===== config.mk =====
export PLATFORM = sky130hd
export DESIGN_NAME = ander_operand_pairer
export DESIGN_NICKNAME = d
export VERILOG_FILES = /design/src/rtl/ander_pkg.sv /design/src/rtl/ander_pairer_fifo.sv /design/src/rtl/ander_operand_pairer.sv
export SDC_FILE = /design/constraint.sdc
export NUM_CORES = 1
export LEC_CHECK = 0
export CORE_MARGIN = 4
export CORE_UTILIZATION = 45
export CTS_BUF_LIST = sky130_fd_sc_hd__clkbuf_16
export CTS_CLUSTER_DIAMETER = 80
export DETAILED_ROUTE_END_ITERATION = 8
export PLACE_DENSITY = 0.64
export SLEW_MARGIN = 20
export SYNTH_ARGS = -nofsm -noshare
export SYNTH_HDL_FRONTEND = slang
export SYNTH_SLANG_ARGS = --single-unit

===== constraint.sdc =====
create_clock -name clk -period 4 [get_ports clk]
set_clock_uncertainty 0.05 [all_clocks]
set_input_delay 0.8 -clock clk [delete_from_list [all_inputs] [get_ports clk]]
set_output_delay 0.8 -clock clk [all_outputs]
set_load 0.02 [all_outputs]

===== src/rtl/ander_pkg.sv =====
// Shared types for the AND-stage operand pairer: operand word and credit counter.
package ander_pkg;

    localparam int unsigned ANDER_WIDTH    = 32;
    localparam int unsigned ANDER_CREDIT_W = 4;

    typedef logic [ANDER_WIDTH-1:0]    ander_word_t;
    typedef logic [ANDER_CREDIT_W-1:0] ander_credit_t;

endpackage


===== src/rtl/ander_pairer_fifo.sv =====
// Synchronous operand FIFO with extended-pointer full/empty detection and occupancy count.
module ander_pairer_fifo #(
    parameter int unsigned WIDTH = 32,
    parameter int unsigned DEPTH = 4
) (
    input  logic                       clk,
    input  logic                       rst,
    input  logic                       push,
    input  logic [WIDTH-1:0]           push_data,
    input  logic                       pop,
    output logic [WIDTH-1:0]           head_c,
    output logic                       full_c,
    output logic                       empty_c,
    output logic [$clog2(DEPTH+1)-1:0] count_c
);

    localparam int unsigned AW = $clog2(DEPTH);
    localparam int unsigned PW = AW + 1;
    localparam int unsigned CW = $clog2(DEPTH + 1);

    logic [PW-1:0]    wr_ptr;
    logic [PW-1:0]    rd_ptr;
    logic [WIDTH-1:0] mem [DEPTH];

    // Pointers carry one extra wrap bit; arithmetic wraps naturally.
    always_ff @(posedge clk or posedge rst) begin
        if (rst) begin
            wr_ptr <= '0;
            rd_ptr <= '0;
        end else begin
            if (push) wr_ptr <= wr_ptr + PW'(1);
            if (pop)  rd_ptr <= rd_ptr + PW'(1);
        end
    end

    always_ff @(posedge clk) begin
        if (push) mem[wr_ptr[AW-1:0]] <= push_data;
    end

    assign head_c  = mem[rd_ptr[AW-1:0]];
    assign empty_c = (wr_ptr == rd_ptr);
    assign full_c  = (wr_ptr[PW-1] != rd_ptr[PW-1]) && (wr_ptr[AW-1:0] == rd_ptr[AW-1:0]);
    assign count_c = CW'(wr_ptr - rd_ptr);

endmodule


===== src/rtl/ander_operand_pairer.sv =====
// Pairs A/B operand streams into d1/d2 for the AND stage, credit-gated, with delayed res_valid.
// Optional statistics outputs enabled by ANDER_OPERAND_PAIRER_STATS_EN.
module ander_operand_pairer
    import ander_pkg::*;
#(
    parameter int unsigned WIDTH   = ANDER_WIDTH,
    parameter int unsigned DEPTH   = 4,
    parameter int unsigned LATENCY = 1,
    parameter int unsigned CREDITS = 4
) (
    input  logic                       clk,
    input  logic                       rst,
    input  logic                       a_valid,
    output logic                       a_ready,
    input  logic [WIDTH-1:0]           a_data,
    input  logic                       b_valid,
    output logic                       b_ready,
    input  logic [WIDTH-1:0]           b_data,
    output logic [WIDTH-1:0]           d1,
    output logic [WIDTH-1:0]           d2,
    output logic                       res_valid,
    input  logic                       credit_ret,
    output logic [$clog2(DEPTH+1)-1:0] a_count,
    output logic [$clog2(DEPTH+1)-1:0] b_count
`ifdef ANDER_OPERAND_PAIRER_STATS_EN
    ,
    output logic [31:0]                pair_cnt,
    output logic [31:0]                stall_cnt,
    output logic                       credit_err
`endif
);

    localparam int unsigned SR_LEN = LATENCY + 1;

    logic                a_push_c;
    logic                b_push_c;
    logic                a_full_c;
    logic                b_full_c;
    logic                a_empty_c;
    logic                b_empty_c;
    logic [WIDTH-1:0]    a_head_c;
    logic [WIDTH-1:0]    b_head_c;
    logic                issue_c;
    logic                ret_ok_c;
    ander_credit_t       credits;
    ander_credit_t       credits_nxt_c;
    logic [SR_LEN-1:0]   issue_sr;

    assign a_ready  = !a_full_c;
    assign b_ready  = !b_full_c;
    assign a_push_c = a_valid && !a_full_c;
    assign b_push_c = b_valid && !b_full_c;

    ander_pairer_fifo #(.WIDTH(WIDTH), .DEPTH(DEPTH)) u_fifo_a (
        .clk       (clk),
        .rst       (rst),
        .push      (a_push_c),
        .push_data (a_data),
        .pop       (issue_c),
        .head_c    (a_head_c),
        .full_c    (a_full_c),
        .empty_c   (a_empty_c),
        .count_c   (a_count)
    );

    ander_pairer_fifo #(.WIDTH(WIDTH), .DEPTH(DEPTH)) u_fifo_b (
        .clk       (clk),
        .rst       (rst),
        .push      (b_push_c),
        .push_data (b_data),
        .pop       (issue_c),
        .head_c    (b_head_c),
        .full_c    (b_full_c),
        .empty_c   (b_empty_c),
        .count_c   (b_count)
    );

    assign issue_c  = !a_empty_c && !b_empty_c && (credits != '0);
    // A return while already holding every slot is a sink error and is dropped.
    assign ret_ok_c = credit_ret && (credits != ander_credit_t'(CREDITS));

    always_comb begin
        credits_nxt_c = credits;
        case ({issue_c, ret_ok_c})
            2'b10:   credits_nxt_c = credits - ander_credit_t'(1);
            2'b01:   credits_nxt_c = credits + ander_credit_t'(1);
            default: credits_nxt_c = credits;
        endcase
    end

    always_ff @(posedge clk or posedge rst) begin
        if (rst) begin
            credits  <= ander_credit_t'(CREDITS);
            d1       <= '0;
            d2       <= '0;
            issue_sr <= '0;
        end else begin
            credits  <= credits_nxt_c;
            issue_sr <= {issue_sr[SR_LEN-2:0], issue_c};
            if (issue_c) begin
                d1 <= a_head_c;
                d2 <= b_head_c;
            end
        end
    end

    // One stage to load d1/d2, LATENCY more for the AND stage to present q.
    assign res_valid = issue_sr[SR_LEN-1];

`ifdef ANDER_OPERAND_PAIRER_STATS_EN
    always_ff @(posedge clk or posedge rst) begin
        if (rst) begin
            pair_cnt   <= '0;
            stall_cnt  <= '0;
            credit_err <= 1'b0;
        end else begin
            if (issue_c) pair_cnt <= pair_cnt + 32'd1;
            if (!a_empty_c && !b_empty_c && (credits == '0)) stall_cnt <= stall_cnt + 32'd1;
            if (credit_ret && (credits == ander_credit_t'(CREDITS))) credit_err <= 1'b1;
        end
    end
`endif

endmodule


==> qor.tcl, run 1 <==
set qor(outcome) {completed}
set qor(critical_r2r_capture) {credits[3]$_DFFE_PP0P_}
set qor(report.final.setup_viol) 0
set qor(topRoutingLayerUsed) {met5}
set qor(p_int_mw) 10.22
set qor(timing_hold_violations_final) 0
set qor(timing.critical_path.cells) {buf_4, fa_1, xor2_1, clkdlybuf4s50_1}
set qor(worst_slew_pin_slew_ns) 0.9595
set qor(placement_rows) 62
set qor(finalWeightedCongestion) 0.7227
set qor(number_of_buffers_between_clock_root_and_the_deepest_sink) 3
set qor(power.share.combinational_pct) 43.9
set qor(clkTransAtPathRegs_ns) 0.06
set qor(area_growth_from_synthesis_to_layout_pct) 22.42
set qor(layout.cell_area.non_filler_mm2) 0.01606
set qor(holdCritPathClass) {flop to flop}
set qor(grt_overflow_total) 0
set qor(rr_worst_depth) 13
set qor(setup-tns-final_ns) 0
set qor(dieWidth_um) 178.7
set qor(holdWs_ns) 0.2984
set qor(ys_seq_elements) 338
set qor(power_switching_mw) 4.757
set qor(detail_route.drc_violations) 0
set qor(largest_net_degree_at_the_start_of_global_routing) 46
set qor(num_io_pins) 142
set qor(cap_violations) 0
set qor(crit_path_start) {u_fifo_a.rd_ptr[1]$_DFFE_PP0P_}
set qor(detailedRoute.firstPassIterationCount) 5
set qor(vias_in_the_first_global_route) 6758
set qor(routed_wire_length_per_instance_um) 21.14
set qor(final_antenna_net_count) 0
set qor(cp_slowest_stage_delay_ns) 0.65
set qor(clockPowerShare_pct) 20.0
set qor(timing.critical_path.to_type) {output port}
set qor(hold_buffer_count_at_cts) 0
set qor(total_die_area_mm2) 0.03195
set qor(critical-path-slowest-cell) {clkdlybuf4s50_1}
set qor(cellLeakagePower_nw) 5.913
set qor(post_synth_instance_area_mm2) 0.01312
set qor(grt_pass1_wl_mm) 38.42
set qor(effective_utilization_at_floorplan_pct) 45.70
set qor(worstPathBufferInverterCount) 2
set qor(cts.root.buffer_cell) {clkbuf_16}
set qor(design.final.nets) 844
set qor(viasPerCell) 5.147
set qor(synth_top_area_cells) {edfxtp_1 59%, dfrtp_1 15%, mux4_2 11%, mux2_4 7.6%, ha_1 1.6%}
set qor(placement.cell_area_mm2) 0.01496
set qor(irDropWorstVdd_uv) 562.2
set qor(clk-insertion-delay-late_ns) 0.51
set qor(cts_setup_buffers) 0
set qor(final.period_utilization_pct) 85.79
set qor(report.final.slew_viol_count) 0
set qor(setup.worst_path.start_class) {flop}
set qor(seq_area_frac_synth_pct) 74.26
set qor(critical_path_peak_fanout) 35
set qor(asyncSetResetFlopFracSynth_pct) 24.26
set qor(pwr_density_cell_mw_per_mm2) 932.4
set qor(route.final.wire_length_mm) 24.69
set qor(met1Wirelength_mm) 10.21
set qor(postSynthNetCount) 668
set qor(ctsResizeCount) 0
set qor(hold_path_depth) 0
set qor(synth.avg_cell_area_um2) 22.66
set qor(yosys.area.top_type_share_pct) 58.60
set qor(netlist_top_cells_count) {256 x edfxtp_1, 81 x dfrtp_1, 66 x mux2_4}
set qor(fillerInstances) 2216
set qor(cp.depth) 4
set qor(critPathRequiredTime_ns) 3.15
set qor(floorplan.core_area_mm2) 0.02870
set qor(cts-buffers-inserted) 37
set qor(power.switching_fraction_pct) 31.77
set qor(drt-initial-drc-count) 407
set qor(place.detailed.hpwl_mm) 15.32
set qor(worst_path_dominant_cell_family) {buffers and inverters}
set qor(tritoncts_num_sinks) 338
set qor(dr_wl_met2_mm) 12.30
set qor(regToRegStartpoint) {u_fifo_a.wr_ptr[0]$_DFFE_PP0P_}
set qor(worstPathArrival_ns) 2.58
set qor(cell_count_after_synthesis) 579
set qor(tritoncts_clock_tree) {yes}
set qor(vias) 6012
set qor(post-synth-top-count-cell) {edfxtp_1}
set qor(proportion_of_power_drawn_by_flip_flops_and_latches_pct) 36.1
set qor(die_height_um) 178.7
set qor(route.met3.wl_mm) 1.644
set qor(buffers_added_on_ports) 141
set qor(synthDistinctLibCells) 33
set qor(timing.setup.critical_path_class) {flop to output port}
set qor(critPathCapture) {a_count[2]}
set qor(slew-limit-headroom_pct) 36.03
set qor(timing.reg2reg.setup_slack_ns) 0.83
set qor(synth_edf_count) 256
set qor(fin_crit_ns) 3.432
set qor(cts-htree-levels) 2
set qor(yosysTopAreaCell) {edfxtp_1}
set qor(final_layout_size_suffix_gt1_share_pct) 27.33
set qor(ys.flop_type) {edfxtp_1}
set qor(grt_antenna_before_repair) 2
set qor(globalRouteTotalUtil_pct) 15.86
set qor(rsz0062_at_grt) {no}
set qor(achievable-frequency_ghz) 0.2914
set qor(ys_warn_count) 0
[cell type report]
class / count / area, um^2 / share of cell area, %
repair buffers: 161 / 1562 / 9.724
diodes: 1 / 2.502 / 0.01558
well taps: 384 / 480.5 / 2.992
clock inverters: 28 / 116.4 / 0.7246
clock buffers: 39 / 975.9 / 6.078
inverters: 15 / 58.81 / 0.3662
flip-flops and latches: 338 / 9746 / 60.69
multi-input cells: 202 / 3117 / 19.41
[how the worst min path moves through the flow]
stage	from	endpoint	slack (ns)
floorplan	issue_sr[0]$_DFF_PP0_	issue_sr[1]$_DFF_PP0_	0.28
global placement	issue_sr[0]$_DFF_PP0_	issue_sr[1]$_DFF_PP0_	0.29
detailed placement	issue_sr[0]$_DFF_PP0_	issue_sr[1]$_DFF_PP0_	0.29
CTS	issue_sr[0]$_DFF_PP0_	issue_sr[1]$_DFF_PP0_	0.30
global route	issue_sr[0]$_DFF_PP0_	issue_sr[1]$_DFF_PP0_	0.30
finish	issue_sr[0]$_DFF_PP0_	issue_sr[1]$_DFF_PP0_	0.30
[power groups by stage]
stage / Sequential (mW) / Combinational (mW) / Clock [mW]
after floorplan: 5.76 / 4.66 / 0
after global placement: 5.42 / 6.53 / 0
after detailed placement: 5.47 / 6.67 / 0
after CTS: 5.42 / 6.68 / 3.09
after global routing: 5.51 / 7.04 / 3.25
final: 5.41 / 6.57 / 3.00
[metal layers]
layer,up-vias,GRT usage [%]
met2,178,26.79
li1,2660,-
met3,43,4.070
met4,4,4.093
met1,3127,20.75
met5,-,0
[flip-flops by register name, summed over array words and instances, names as in the netlist, 3 cells and up]
register / flops
u_fifo_b.wr_ptr: 3
u_fifo_a.wr_ptr: 3
credits: 4
d2: 32
u_fifo_a.rd_ptr: 3
u_fifo_a.mem: 128
u_fifo_b.rd_ptr: 3
d1: 32
u_fifo_b.mem: 128
[cells in the final DEF, fill, tap and decap left out, types with 2 or more instances in the layout]
cell and count:
nor3b_1 2, o21ai_0 3, xor2_2 2, a21boi_0 2, buf_4 20, xor2_1 8
nand2_1 5, dfrtp_1 77, mux4_2 64, a31oi_1 3, fa_1 3, clkbuf_16 39
ha_1 17, clkinv_1 7, clkinv_2 2, nand3_1 2, edfxtp_1 256, and2_2 8
clkdlybuf4s50_1 141, nor3_1 2, xnor2_1 4, inv_1 31, dfrtp_2 4, mux2_4 66
[cell families after synthesis]
family | after synthesis | share of synthesized area [%]
xor+xnor | 14 | 1.049
simple gates | 24 | 1.192
flops | 338 | 74.26
fa+ha+maj | 20 | 2.079
compound gates | 13 | 0.7344
buf+inv | 39 | 2.060
mux | 131 | 18.63
[stage by stage]
| step | setup slack (ns) | std cells | power (mW) | utilization, % |
|---|---|---|---|---|
| 5_1_grt | 0.4798 | 1167 | 15.79 | 55.94 |
| 3_5_place_dp | 0.6717 | 1100 | 12.14 | 52.13 |
| 6_report | 0.5683 | 1168 | 14.97 | 55.95 |
| 3_3_place_gp | 0.7409 | 1100 | 11.95 | 52.13 |
| 4_1_cts | 0.5353 | 1167 | 15.20 | 55.94 |
| 2_1_floorplan | 0.3336 | 579 | 10.42 | - |
Note: power is estimated with default switching activity, not from simulation.
==> inputs of run 2 (changes only) <==
CTS_CLUSTER_SIZE = 24   (was default)
==> run 2 against run 1 <==
Against the previous run:
- utilization is 1.9 points lower
- power is 7.3% lower
- first-iteration DRC count is 2.5% higher
- clock power decreased by 36%
- clock-buffer cell count fell by 20
- sequential power is essentially flat
- global-route usage down 0.45 points
- critical path depth did not move
- sequential share of layout area is 2.2 points higher
- sequential cell count unchanged
- critical endpoint unchanged
- highest routed layer unchanged
==> qor.tcl, run 2 (synthesis results as in run 1) <==
set qor(outcome) {completed}
set qor(achievable-frequency_ghz) 0.2908
set qor(clkTransAtPathRegs_ns) 0.09
set qor(cap_violations) 0
set qor(dieWidth_um) 178.7
set qor(layout.cell_area.non_filler_mm2) 0.01550
set qor(area_growth_from_synthesis_to_layout_pct) 18.18
set qor(rsz0062_at_grt) {no}
set qor(clk-insertion-delay-late_ns) 0.51
set qor(timing_hold_violations_final) 0
set qor(cts-htree-levels) 1
set qor(tritoncts_num_sinks) 338
set qor(timing.critical_path.to_type) {output port}
set qor(layout.cells.most_common_list) {256 x edfxtp_1, 141 x clkdlybuf4s50_1, 77 x dfrtp_1, 66 x mux2_4, 64 x mux4_2}
set qor(num_io_pins) 142
set qor(routed_wire_length_per_instance_um) 21.41
set qor(finalWeightedCongestion) 0.7227
set qor(pwr_density_cell_mw_per_mm2) 895.0
set qor(route.final.wire_length_mm) 24.23
set qor(design.final.nets) 825
set qor(drt-initial-drc-count) 417
set qor(cts_setup_buffers) 0
set qor(grt_overflow_total) 0
set qor(holdCritPathClass) {flop to flop}
set qor(detail_route.drc_violations) 0
set qor(cp_slowest_stage_delay_ns) 0.65
set qor(placement_rows) 62
set qor(ctsResizeCount) 0
set qor(tritoncts_clock_tree) {yes}
set qor(final.period_utilization_pct) 85.96
set qor(irDropWorstVdd_uv) 567.2
set qor(largest_net_degree_at_the_start_of_global_routing) 46
set qor(critical-path-slowest-cell) {clkdlybuf4s50_1}
set qor(cellLeakagePower_nw) 5.619
set qor(final_antenna_net_count) 0
set qor(globalRouteTotalUtil_pct) 15.41
set qor(timing.setup.critical_path_class) {flop to output port}
set qor(viasPerCell) 5.182
set qor(report.final.slew_viol_count) 0
set qor(buffers_added_on_ports) 141
set qor(die_height_um) 178.7
set qor(floorplan.core_area_mm2) 0.02870
set qor(vias_in_the_first_global_route) 6501
set qor(rr_worst_depth) 13
set qor(total_die_area_mm2) 0.03195
set qor(cts.root.buffer_cell) {clkbuf_16}
set qor(most_common_library_cell_in_the_layout_ignoring_fill_and_taps) {edfxtp_1}
set qor(setup.worst_path.start_class) {flop}
set qor(placement.cell_area_mm2) 0.01496
set qor(timing.critical_path.cells) {buf_4, fa_1, xor2_1, clkdlybuf4s50_1}
set qor(setup-tns-final_ns) 0
set qor(report.final.setup_viol) 0
set qor(hold_path_depth) 0
set qor(critical_path_peak_fanout) 35
set qor(detailedRoute.firstPassIterationCount) 4
set qor(final_layout_size_suffix_gt1_share_pct) 25.67
set qor(effective_utilization_at_floorplan_pct) 45.70
set qor(cts-buffers-inserted) 18
set qor(place.detailed.hpwl_mm) 15.32
set qor(grt_antenna_before_repair) 2
set qor(worstPathArrival_ns) 2.59
set qor(worst_slew_pin_slew_ns) 0.9576
set qor(antenna_cells_inserted) 0
set qor(vias) 5866
set qor(fin_crit_ns) 3.438
set qor(slew-limit-headroom_pct) 36.16
set qor(grt_pass1_wl_mm) 37.63
set qor(hold_buffer_count_at_cts) 0
set qor(critPathRequiredTime_ns) 3.15
set qor(number_of_buffers_between_clock_root_and_the_deepest_sink) 3
run 2: path summary, 6_finish.rpt:
check	startpoint	endpoint	slack, ns
worst max-delay path	u_fifo_a.rd_ptr[1]$_DFFE_PP0P_	a_count[2]	0.56
worst min-delay path	issue_sr[0]$_DFF_PP0_	issue_sr[1]$_DFF_PP0_	0.31
worst max register to register	u_fifo_a.wr_ptr[0]$_DFFE_PP0P_	credits[3]$_DFFE_PP0P_	0.83
worst min register to register	issue_sr[0]$_DFF_PP0_	issue_sr[1]$_DFF_PP0_	0.31
max in group asynchronous	rst	d2[1]$_DFFE_PP0P_	2.44
min in group asynchronous	rst	d2[20]$_DFFE_PP0P_	0.67
run 2: metrics by stage:
step                hold slack [ns]  util (%)  power, mW  cells  worst slack [ns]
floorplan                    0.2812         -      10.42    579            0.3336
global placement             0.2885     52.13      11.95   1100            0.7409
detailed placement           0.2855     52.13      12.14   1100            0.6717
CTS                          0.3166     54.01      14.09   1132            0.5201
global route                 0.3299     54.01      14.68   1132            0.4653
finish                       0.3143     54.01      13.87   1132            0.5616
run 2: cell type report:
class / count / area (um^2)
Clock buffer: 19 / 475.5
Clock inverter: 13 / 63.81
Fill cell: 2244 / 13200
Inverter: 15 / 58.81
Multi-Input combinational cell: 202 / 3117
Sequential cell: 338 / 9746
Tap cell: 384 / 480.5
Timing Repair Buffer: 161 / 1562
run 2: worst max-delay path, delay by kind of cell (launching register included):
family	cells	cell delay (ns)
XOR/XNOR	1	0.25
adder cells (fa/ha/maj)	1	0.49
buffers and inverters	2	0.95
flip-flops	1	0.41
run 2: power breakdown:
group | internal, mW | switching [mW] | leakage (nW)
Clock | 0.879 | 1.05 | 0.301
Sequential | 4.94 | 0.448 | 3.30
Combinational | 3.51 | 3.05 | 2.02
run 2: per-layer routing:
metal / track usage [%] / up-vias / wire length, um
li1: - / 2597 / -
met4: 2.750 / 4 / 346
met3: 3.269 / 29 / 1360
met2: 26.31 / 139 / 12210
met5: 0 / - / 27
met1: 20.93 / 3097 / 10290
